<file path="config.mk">
export PLATFORM = sky130hd
export DESIGN_NAME = stack_ctrl
export DESIGN_NICKNAME = d
export VERILOG_FILES = /design/src/rtl/stack_ctrl.sv
export SDC_FILE = /design/constraint.sdc
export NUM_CORES = 1
export LEC_CHECK = 0
export ABC_AREA = 0
export CAP_MARGIN = 20
export CORE_MARGIN = 8
export CORE_UTILIZATION = 30
export CTS_CLUSTER_DIAMETER = 80
export DETAILED_ROUTE_END_ITERATION = 8
export PLACE_DENSITY_LB_ADDON = 0.25
export RECOVER_POWER = 100
export SLEW_MARGIN = 20
export SYNTH_ARGS = -nofsm -noshare
export SYNTH_HDL_FRONTEND = slang
export SYNTH_SLANG_ARGS = --single-unit
</file>
<file path="constraint.sdc">
create_clock -name clk -period 4.34 [get_ports clk]
set_clock_uncertainty 0.2 [all_clocks]
set_input_delay 0.651 -clock clk [delete_from_list [all_inputs] [get_ports clk]]
set_output_delay 0.651 -clock clk [all_outputs]
set_load 0.05 [all_outputs]
</file>
<file path="src/rtl/stack_ctrl.sv">
// rtl/stack_ctrl.sv - push/pop sequencer driving the sp register controls and a req/ack memory port.
module stack_ctrl #(
    parameter int BITS  = 8,
    parameter int DEPTH = 16
) (
    input  logic            clk,
    input  logic            rst,
    input  logic            push,
    input  logic            pop,
    input  logic [BITS-1:0] push_data,
    input  logic [BITS-1:0] sp,
    output logic            sp_we,
    output logic            sp_op,
    output logic            mem_req,
    output logic            mem_we,
    output logic [BITS-1:0] mem_addr,
    output logic [BITS-1:0] mem_wdata,
    input  logic [BITS-1:0] mem_rdata,
    input  logic            mem_ack,
    output logic            busy,
    output logic            done,
    output logic [BITS-1:0] pop_data,
    output logic            err,
    output logic [BITS-1:0] depth
);

    typedef enum logic [2:0] {
        S_IDLE,
        S_PUSH_MEM,
        S_PUSH_SP,
        S_POP_SP,
        S_POP_MEM,
        S_DONE,
        S_ERR
    } state_t;

    localparam logic [BITS-1:0] L_DEPTH = BITS'(DEPTH);

    state_t          r_state;
    logic            r_sp_we;
    logic            r_sp_op;
    logic            r_mem_req;
    logic            r_mem_we;
    logic [BITS-1:0] r_mem_addr;
    logic [BITS-1:0] r_mem_wdata;
    logic            r_done;
    logic            r_err;
    logic [BITS-1:0] r_pop_data;
    logic [BITS-1:0] r_depth;

    logic w_full;
    logic w_empty;

    assign w_full  = (r_depth == L_DEPTH);
    assign w_empty = (r_depth == '0);

    always_ff @(posedge clk or posedge rst) begin
        if (rst) begin
            r_state     <= S_IDLE;
            r_sp_we     <= 1'b0;
            r_sp_op     <= 1'b0;
            r_mem_req   <= 1'b0;
            r_mem_we    <= 1'b0;
            r_mem_addr  <= '0;
            r_mem_wdata <= '0;
            r_done      <= 1'b0;
            r_err       <= 1'b0;
            r_pop_data  <= '0;
            r_depth     <= '0;
        end else begin
            r_sp_we <= 1'b0;
            r_sp_op <= 1'b1;
            r_done  <= 1'b0;
            r_err   <= 1'b0;
            case (r_state)
                S_IDLE: begin
                    if ((push && pop) || (push && w_full) || (pop && w_empty)) begin
                        r_state <= S_ERR;
                        r_err   <= 1'b1;
                    end else if (push) begin
                        r_state     <= S_PUSH_MEM;
                        r_mem_req   <= 1'b1;
                        r_mem_we    <= 1'b1;
                        r_mem_addr  <= sp;
                        r_mem_wdata <= push_data;
                    end else if (pop) begin
                        r_state <= S_POP_SP;
                        r_sp_we <= 1'b1;
                        r_sp_op <= 1'b0;
                        r_depth <= r_depth - 1'b1;
                    end
                end
                S_PUSH_MEM: begin
                    if (mem_ack) begin
                        r_state   <= S_PUSH_SP;
                        r_mem_req <= 1'b0;
                        r_mem_we  <= 1'b0;
                        r_sp_we   <= 1'b1;
                        r_depth   <= r_depth + 1'b1;
                    end
                end
                S_PUSH_SP: begin
                    r_state <= S_DONE;
                    r_done  <= 1'b1;
                end
                S_POP_SP: begin
                    // sp decrements on this same edge, so address the slot below the old value
                    r_state    <= S_POP_MEM;
                    r_mem_req  <= 1'b1;
                    r_mem_we   <= 1'b0;
                    r_mem_addr <= sp - 1'b1;
                end
                S_POP_MEM: begin
                    if (mem_ack) begin
                        r_state    <= S_DONE;
                        r_mem_req  <= 1'b0;
                        r_pop_data <= mem_rdata;
                        r_done     <= 1'b1;
                    end
                end
                S_DONE:  r_state <= S_IDLE;
                S_ERR:   r_state <= S_IDLE;
                default: r_state <= S_IDLE;
            endcase
        end
    end

    assign sp_we     = r_sp_we;
    assign sp_op     = r_sp_op;
    assign mem_req   = r_mem_req;
    assign mem_we    = r_mem_we;
    assign mem_addr  = r_mem_addr;
    assign mem_wdata = r_mem_wdata;
    assign busy      = (r_state != S_IDLE);
    assign done      = r_done;
    assign err       = r_err;
    assign pop_data  = r_pop_data;
    assign depth     = r_depth;

endmodule

</file>
== Yosys cells after proc, flatten, opt, wreduce, memory -nomap -nowiden ==
Cells that the tools add are included.

* Flip-flop bits (word level): 41
* Bits of input ports: 29
* Output and inout bits: 39

* Add/sub/neg operators: 3
* Equal/unequal tests: 13
* Mux-type cells: 31
* Bitwise operators: 1
* Reduce and logical (&&, ||, !) cells: 20

{| class="wikitable"
|+ Operators with widths
! operator !! count
|-
| $mux W8 || 6
|-
| $pmux W8 S2 || 2
|-
| $sub A8 B1 Y8 const B || 2
|-
| $mux W3 || 5
|-
| $pmux W3 S5 || 1
|-
| $mux W1 || 13
|-
| $ne A2 B2 Y1 const B || 6
|-
| $reduce_and A3 Y1 || 3
|-
| $reduce_bool A3 Y1 || 3
|-
| $add A8 B1 Y8 const B || 1
|-
| $eq A8 B5 Y1 const B || 1
|-
| $logic_not A8 Y1 || 1
|-
| $reduce_and A4 Y1 || 2
|-
| $eq A3 B2 Y1 const B || 2
|-
| $pmux W1 S3 || 2
|-
| $reduce_and A5 Y1 || 1
|-
| $ne A4 B4 Y1 const B || 1
|-
| $pmux W1 S2 || 2
|-
| $reduce_bool A2 Y1 || 2
|-
| $eq A3 B1 Y1 const B || 1
|-
| $eq A3 B3 Y1 const B || 1
|-
| $logic_and A1 B1 Y1 || 3
|-
| $logic_not A3 Y1 || 1
|-
| $logic_or A1 B1 Y1 || 2
|-
| other kinds (4) || 4
|}

== Longest topological paths before layout ==
Gate-level depths: netlist (run 1).

* Depth after elaboration: 6
* Depth in mapped cells: 9
* Depth with buffers taken out: 8

== Worst setup path after synthesis (run 1) ==
OpenSTA, ideal clock, no wires.

* Path kind: flip-flop to flip-flop
* From: register r_state[0]
* To: register r_depth[7] (netlist: depth[7])
* Arrival time: 2216 ps
* Required time: 3998 ps
* Slack: 1782 ps
* Stages on the path, launching flop included: 10
* Path buffers: 1
* Path through: dfrtp_1 > buf_2 > nor2b_1 > nand2_1 > ha_1 > o21a_1 > o21a_1 > o22ai_1 > mux2_2 > xnor2_1

* Longest elaborated chain between the ends: 3

{| class="wikitable"
|+ RTL lines
! item !! line !! text
|-
| start, declared || 39 || <nowiki>state_t r_state;</nowiki>
|-
| start signal, assigned || 59 || <nowiki>r_state <= S_IDLE;</nowiki>
|-
| start signal, assigned || 78 || <nowiki>r_state <= S_ERR;</nowiki>
|-
| start signal, assigned || 81 || <nowiki>r_state <= S_PUSH_MEM;</nowiki>
|-
| $eq A3 B1 Y1 or $logic_not A3 Y1 (tied branches) || 75 || <nowiki>case (r_state)</nowiki>
|-
| $ne A2 B2 Y1 (no source line) or $reduce_bool A2 Y1 (tied branches) || -- ||
|-
| $reduce_and A5 Y1 (no source line) || -- ||
|-
| end signal, assigned || 90 || <nowiki>r_depth <= r_depth - 1'b1;</nowiki>
|-
| end signal, assigned || 99 || <nowiki>r_depth <= r_depth + 1'b1;</nowiki>
|-
| end, declared || 49 || <nowiki>logic [BITS-1:0] r_depth;</nowiki>
|}

Parallel ways exist; a longest one is shown, timed or not.
A chain may end at the register's enable or synchronous reset.

== Worst setup path in the final report (run 1) ==
* From: register r_state[0]
* To: output busy

* Longest elaborated chain between the ends: 1

{| class="wikitable"
|+ RTL lines
! item !! line !! text
|-
| $reduce_bool A3 Y1 || 134 || <nowiki>assign busy = (r_state != S_IDLE);</nowiki>
|-
| end, declared || 20 || <nowiki>output logic busy,</nowiki>
|}

Every way passes these cells.

==> impl_metrics.toml, run 1 <==
[synth]
netlist-cell-type-count = 47
synth.avg_cell_area_um2 = 10.75
synthMuxAreaShare_pct = 9.380
synthTopCellsByArea = "dfrtp_1 47%, mux2_2 9.4%, ha_1 4.1%"
synth_compound_area_share_pct = 14.65
synth.cell_area_um2 = 2161
ys_ff_latch = 41
synth_edf_count = 0
synth_top_area_share_pct = 47.48
synthArstFlopShare_pct = 100.0
yosys.area_share.xor_xnor_pct = 5.269
yosys.area.top_type = "dfrtp_1"
postSynthCellCount = 201
synth_ff_type = "dfrtp_1"
synth.yosys.warnings = 0
synth_top_family_by_area = "simple AND/OR/NAND/NOR gates"
synth_fp_nets = 238
synth_fa_ha_area_share_pct = 4.980
synth_simple_gate_area_share_pct = 14.77
ys_seq_area_share_pct = 47.48

[drt]
route.detailed.drc = 0
vias = 1725
drt_first_pass_iters = 4
viasPerCell = 4.662
drt_iter0_drc = 78
wirelength_um = 5257
antenna_left = 0
avgRoutedWirePerCell_um = 14.21

[critical_path]
reg2reg_to = "depth[7]"
slowest_stage = "clkdlybuf4s50_1"
cp_slowest_stage_delay_ns = 0.72
startpoint_type = "register"
worstPathRequired_ns = 3.49
worst-path-max-fanout = 17
r2r.worst_path.cells = 8
critPathKind = "register to output port"
reg2reg_slack_ns = 1.26
r2r_start = "r_state[0]"
path_cells = "nor3_1 > inv_1 > clkdlybuf4s50_1"
endpoint_kind = "output port"
cp.arrival_ns = 2.24

[clock_tree]
ctsResizeCount = 0
clock_sinks = 41
cts_tree = "yes"
holdBufCountCts = 0
clk_latency_ns = 0.29
cts_made_buffers = 5
root_buffer = "clkbuf_8"
post_cts_buffers = 0
htreeDepth = 2
cts_buffer_depth = 2
clkTransAtPathRegs_ns = 0.07

[global_routing]
grt_first_pass_wirelength_um = 8521
grt_pass1_vias = 1762
antenna_found_initial = 0
track_usage_pct = 10.51
grt_max_degree = 24
grt_remaining_overflow = 0

[worst_hold_path]
hold_class = "register to register"
holdPathStages = 2
min_from = "mem_addr[7]"
worst_hold_path.endpoint = "mem_addr[7]"

[power]
p_per_area_nw_per_um2 = 908.4
combPwrFrac_pct = 61.5
clkPwrFrac_pct = 11.6
sw_frac_of_total_pct = 50.49
p_switching_mw = 1.373
internal-power_mw = 1.346
leakage_nw = 1.269
peakVddDrop_mv = 0.4190
pwr-share-seq_pct = 26.9

[finish]
insertedDiodeCount = 0
fin_cells = 370
syn_to_final_growth_pct = 38.56
fillerInstances = 704
drive_above_1_share_pct = 11.07
final_cell_mix = "41 x dfrtp_1, 41 x dlygate4sd3_1, 26 x clkdlybuf4s50_1"
fin_nets = 307

[floorplanning]
die_h_um = 100.9
dieArea_um2 = 10170
pin_count = 68
core_um2 = 7098
num_rows = 31
die_x_um = 100.9
initial_core_util_pct = 30.44

[sta]
relSlewSlack_pct = 6.451
tightest_slew_ns = 1.403
finalSetupViolations = 0
rsz0062_at_grt = "no"
hold_violations = 0
max_freq_mhz = 323.4
whs_ns = 0.2763
finalCritPeriodShare_pct = 71.24
final_max_slew_viol_count = 0
finalSetupTns_ns = 0
min_period_ns = 3.092

[placed_design]
gp_congestion = 0.8863
placedCellCount = 362
port_buffers = 67
dp_hpwl_um = 3983

[job]
drv_cap = 0

[run_status]
status = "finished, final reports clean"
cell usage after synthesis, drive strengths merged (2+ instances only):
cell and instances:
a21o 2, a21oi 11, a31oi 2, buf 5
dfrtp 41, ha 7, inv 11, mux2 18
nand2 23, nand3 5, nand4 2, nor2 11
nor2b 2, nor3 4, nor4 3, o21a 2
o21ai 19, o21bai 2, or4 2, xnor2 7
xor2 6
sequential cells by signal (all words and copies together), names as in the netlist:
| name | cells |
|---|---|
| r_state | 3 |
| mem_we | 1 |
| pop_data | 8 |
| err | 1 |
| depth | 8 |
| mem_addr | 8 |
| done | 1 |
| mem_wdata | 8 |
| mem_req | 1 |
| sp_op | 1 |
| sp_we | 1 |
stage by stage:
| stage | util, % | worst slack (ns) | power [mW] | cell area [um2] |
|---|---|---|---|---|
| CTS | 42.91 | 1.250 | 2.864 | 3045 |
| detailed placement | 41.27 | 1.267 | 2.537 | 2929 |
| global placement | 41.27 | 1.348 | 2.523 | 2929 |
| floorplan | - | 1.782 | 2.012 | 2161 |
| global route | 42.18 | 1.057 | 2.910 | 2994 |
| finish | 42.18 | 1.248 | 2.720 | 2994 |
final cells by class:
cell class | count | area, um2 | share of cell area [%]
inverter | 11 | 41.29 | 1.379
tap | 99 | 123.9 | 4.137
clock inverter | 1 | 30.03 | 1.003
multi-input combinational | 143 | 1012 | 33.81
timing repair buffer | 68 | 674.4 | 22.52
sequential | 41 | 1026 | 34.27
clock buffer | 7 | 86.33 | 2.883
power groups by stage:
stage / clock [mW] / combinational (mW) / sequential [mW]
floorplan: 0 / 0.722 / 1.29
global placement: 0 / 1.77 / 0.757
detailed placement: 0 / 1.78 / 0.761
CTS: 0.328 / 1.78 / 0.754
global route: 0.343 / 1.80 / 0.767
finish: 0.317 / 1.67 / 0.732
critical path, delay by kind of cell, from the launching register on:
family,cells,cell delay (ns)
buffers and inverters,2,0.80
flip-flops,1,0.60
AND/OR/NAND/NOR,1,0.55
per-layer routing:
metal / GRT usage, % / share of wire [%] / up-vias
met5: 0 / 0 / -
met4: 2.791 / 1.3 / 0
met1: 13.71 / 47 / 808
met3: 3.936 / 9.2 / 6
li1: - / - / 853
met2: 15.79 / 43 / 58
cells by family after synthesis:
family / count (synthesis)
flip-flops: 41
adder cells (fa/ha/maj): 8
buffers and inverters: 17
XOR/XNOR: 13
AO/OA/AOI/OAI: 47
AND/OR/NAND/NOR: 57
multiplexers: 18
how the worst max path moves through the flow:
stage                           from        to  cells past startpoint
after floorplan           r_state[0]  depth[7]                      9
after global placement    r_state[0]  depth[7]                      8
after detailed placement  r_state[0]  depth[7]                      8
after CTS                 r_state[0]  depth[7]                      8
after global routing      r_state[0]  depth[7]                      8
final                     r_state[0]      busy                      3
Power figures use the tool's default switching activity.
==> run 2, diff against run 1 <==
==> constraint.sdc (replaced) <==
create_clock -name clk -period 3.2 [get_ports clk]
set_clock_uncertainty 0.2 [all_clocks]
set_input_delay 0.48 -clock clk [delete_from_list [all_inputs] [get_ports clk]]
set_output_delay 0.48 -clock clk [all_outputs]
set_load 0.05 [all_outputs]
==> run 2 against run 1 <==
Compared with the run above:
- final cell count up 0.81%
- non-clock buffer count up 3
- clock-buffer cell count unchanged
- die area unchanged
- clock power up 35%
- design area up 1.1%
- first-iteration DRC count up 28%
- setup slack worse by 0.78 ns
- sequential share of layout area down 0.37 points
- flip-flop and latch count unchanged
- global-route usage down 0.23 points
==> impl_metrics.toml, run 2 (synthesized netlist as in run 1, its figures left out) <==
[global_routing]
track_usage_pct = 10.28
grt_max_degree = 22
grt_first_pass_wirelength_um = 8418
grt_remaining_overflow = 0
antenna_found_initial = 0
grt_pass1_vias = 1776

[placed_design]
placedInstanceArea_um2 = 2952
dp_hpwl_um = 3966
pre_cts_ws_ns = 0.4464
placedCellCount = 365
port_buffers = 67
gp_congestion = 0.8481

[critical_path]
r2r.worst_path.cells = 8
cp_slowest_stage_delay_ns = 0.59
worstPathRequired_ns = 3.18
r2r_start = "r_state[1]"
reg2reg_slack_ns = 0.47
endpoint_kind = "register"
path_cells = "inv_1 > nand2_1 > ha_1 > o21a_1 > o21a_1 > o22ai_1 > mux2_1 > xnor2_1"
critPathKind = "register to register"
reg2reg_to = "depth[7]"
cp.arrival_ns = 2.72
crit_path_start = "r_state[1]"
path_common_cell = "o21a_1"
slowest_stage = "dfrtp_1"
worst-path-max-fanout = 11
startpoint_type = "register"

[floorplanning]
core_um2 = 7098
die_h_um = 100.9
num_rows = 31
die_x_um = 100.9
dieArea_um2 = 10170
pin_count = 68
initial_core_util_pct = 30.44

[sta]
finalCritPeriodShare_pct = 85.46
finalSetupViolations = 0
relSlewSlack_pct = 24.95
tightest_slew_ns = 1.126
rsz0062_at_grt = "no"
max_freq_mhz = 365.7
hold_violations = 0
finalSetupTns_ns = 0
fin_ws_ns = 0.4653
final_max_slew_viol_count = 0
whs_ns = 0.2765
min_period_ns = 2.735

[worst_hold_path]
hold_class = "register to register"
worst_hold_path.endpoint = "mem_addr[4]"
min_from = "mem_addr[4]"
holdPathStages = 2

[finish]
final_util_pct = 42.64
fin_nets = 310
fillerInstances = 697
syn_to_final_growth_pct = 40.07
insertedDiodeCount = 0
final_cell_mix = "41 x dfrtp_1, 41 x dlygate4sd3_1, 26 x clkdlybuf4s50_1"
drive_above_1_share_pct = 12.41
final_area_um2 = 3027
fin_cells = 373

[power]
sw_frac_of_total_pct = 50.14
p_switching_mw = 1.865
p_per_area_nw_per_um2 = 1229
leakage_nw = 1.285
clkPwrFrac_pct = 11.5
internal-power_mw = 1.854
combPwrFrac_pct = 63.3
peakVddDrop_mv = 0.6322
pwr-share-seq_pct = 25.2
fin_total_pwr_mw = 3.719

[clock_tree]
cts_buffer_depth = 2
clkTransAtPathRegs_ns = 0.08
htreeDepth = 2
root_buffer = "clkbuf_8"
ctsResizeCount = 0
cts_tree = "yes"
cts_made_buffers = 5
post_cts_buffers = 0
clock_sinks = 41
holdBufCountCts = 0
clk_latency_ns = 0.29

[drt]
route.detailed.drc = 0
drt_iter0_drc = 100
viasPerCell = 4.560
avgRoutedWirePerCell_um = 13.64
antenna_left = 0
vias = 1701
wirelength_um = 5089
drt_first_pass_iters = 4

[job]
drv_cap = 0

[run_status]
status = "finished, final reports clean"
run 2: routing by layer:
metal / wire length (um) / GRT usage [%]
met2: 2190 / 15.28
met3: 380 / 3.453
met4: 61 / 2.442
met1: 2457 / 13.87
met5: 0 / 0
run 2: worst max-delay path by stage:
stage | to | slack (ns)
2_1_floorplan | depth[7] | 0.64
3_3_place_gp | depth[7] | 0.49
3_5_place_dp | depth[7] | 0.45
4_1_cts | depth[7] | 0.45
5_1_grt | depth[7] | 0.27
6_report | depth[7] | 0.47
run 2: area by class of cell:
| type | instances | area [um2] | area share [%] |
|---|---|---|---|
| flip-flops and latches | 41 | 1026 | 33.90 |
| multi-input cells | 143 | 1022 | 33.77 |
| repair buffers | 71 | 696.9 | 23.03 |
| well taps | 99 | 123.9 | 4.093 |
| clock buffers | 7 | 86.33 | 2.852 |
| inverters | 11 | 41.29 | 1.364 |
| clock inverters | 1 | 30.03 | 0.9921 |
run 2: power by group through the flow:
stage          registers [mW]  logic [mW]  clock network, mW
2_1_floorplan            1.75       0.979                  0
4_1_cts                 0.969        2.50              0.443
3_5_place_dp            0.978        2.49                  0
5_1_grt                 0.983        2.53              0.472
3_3_place_gp            0.977        2.48                  0
6_report                0.939        2.35              0.427
run 2: critical path, delay by kind of cell (launching register included):
family                   cells  cell delay (ns)
XOR/XNOR                     1             0.12
AO/OA/AOI/OAI                3             0.52
buffers and inverters        1             0.21
multiplexers                 1             0.35
adder cells (fa/ha/maj)      1             0.35
flip-flops                   1             0.59
AND/OR/NAND/NOR              1             0.28
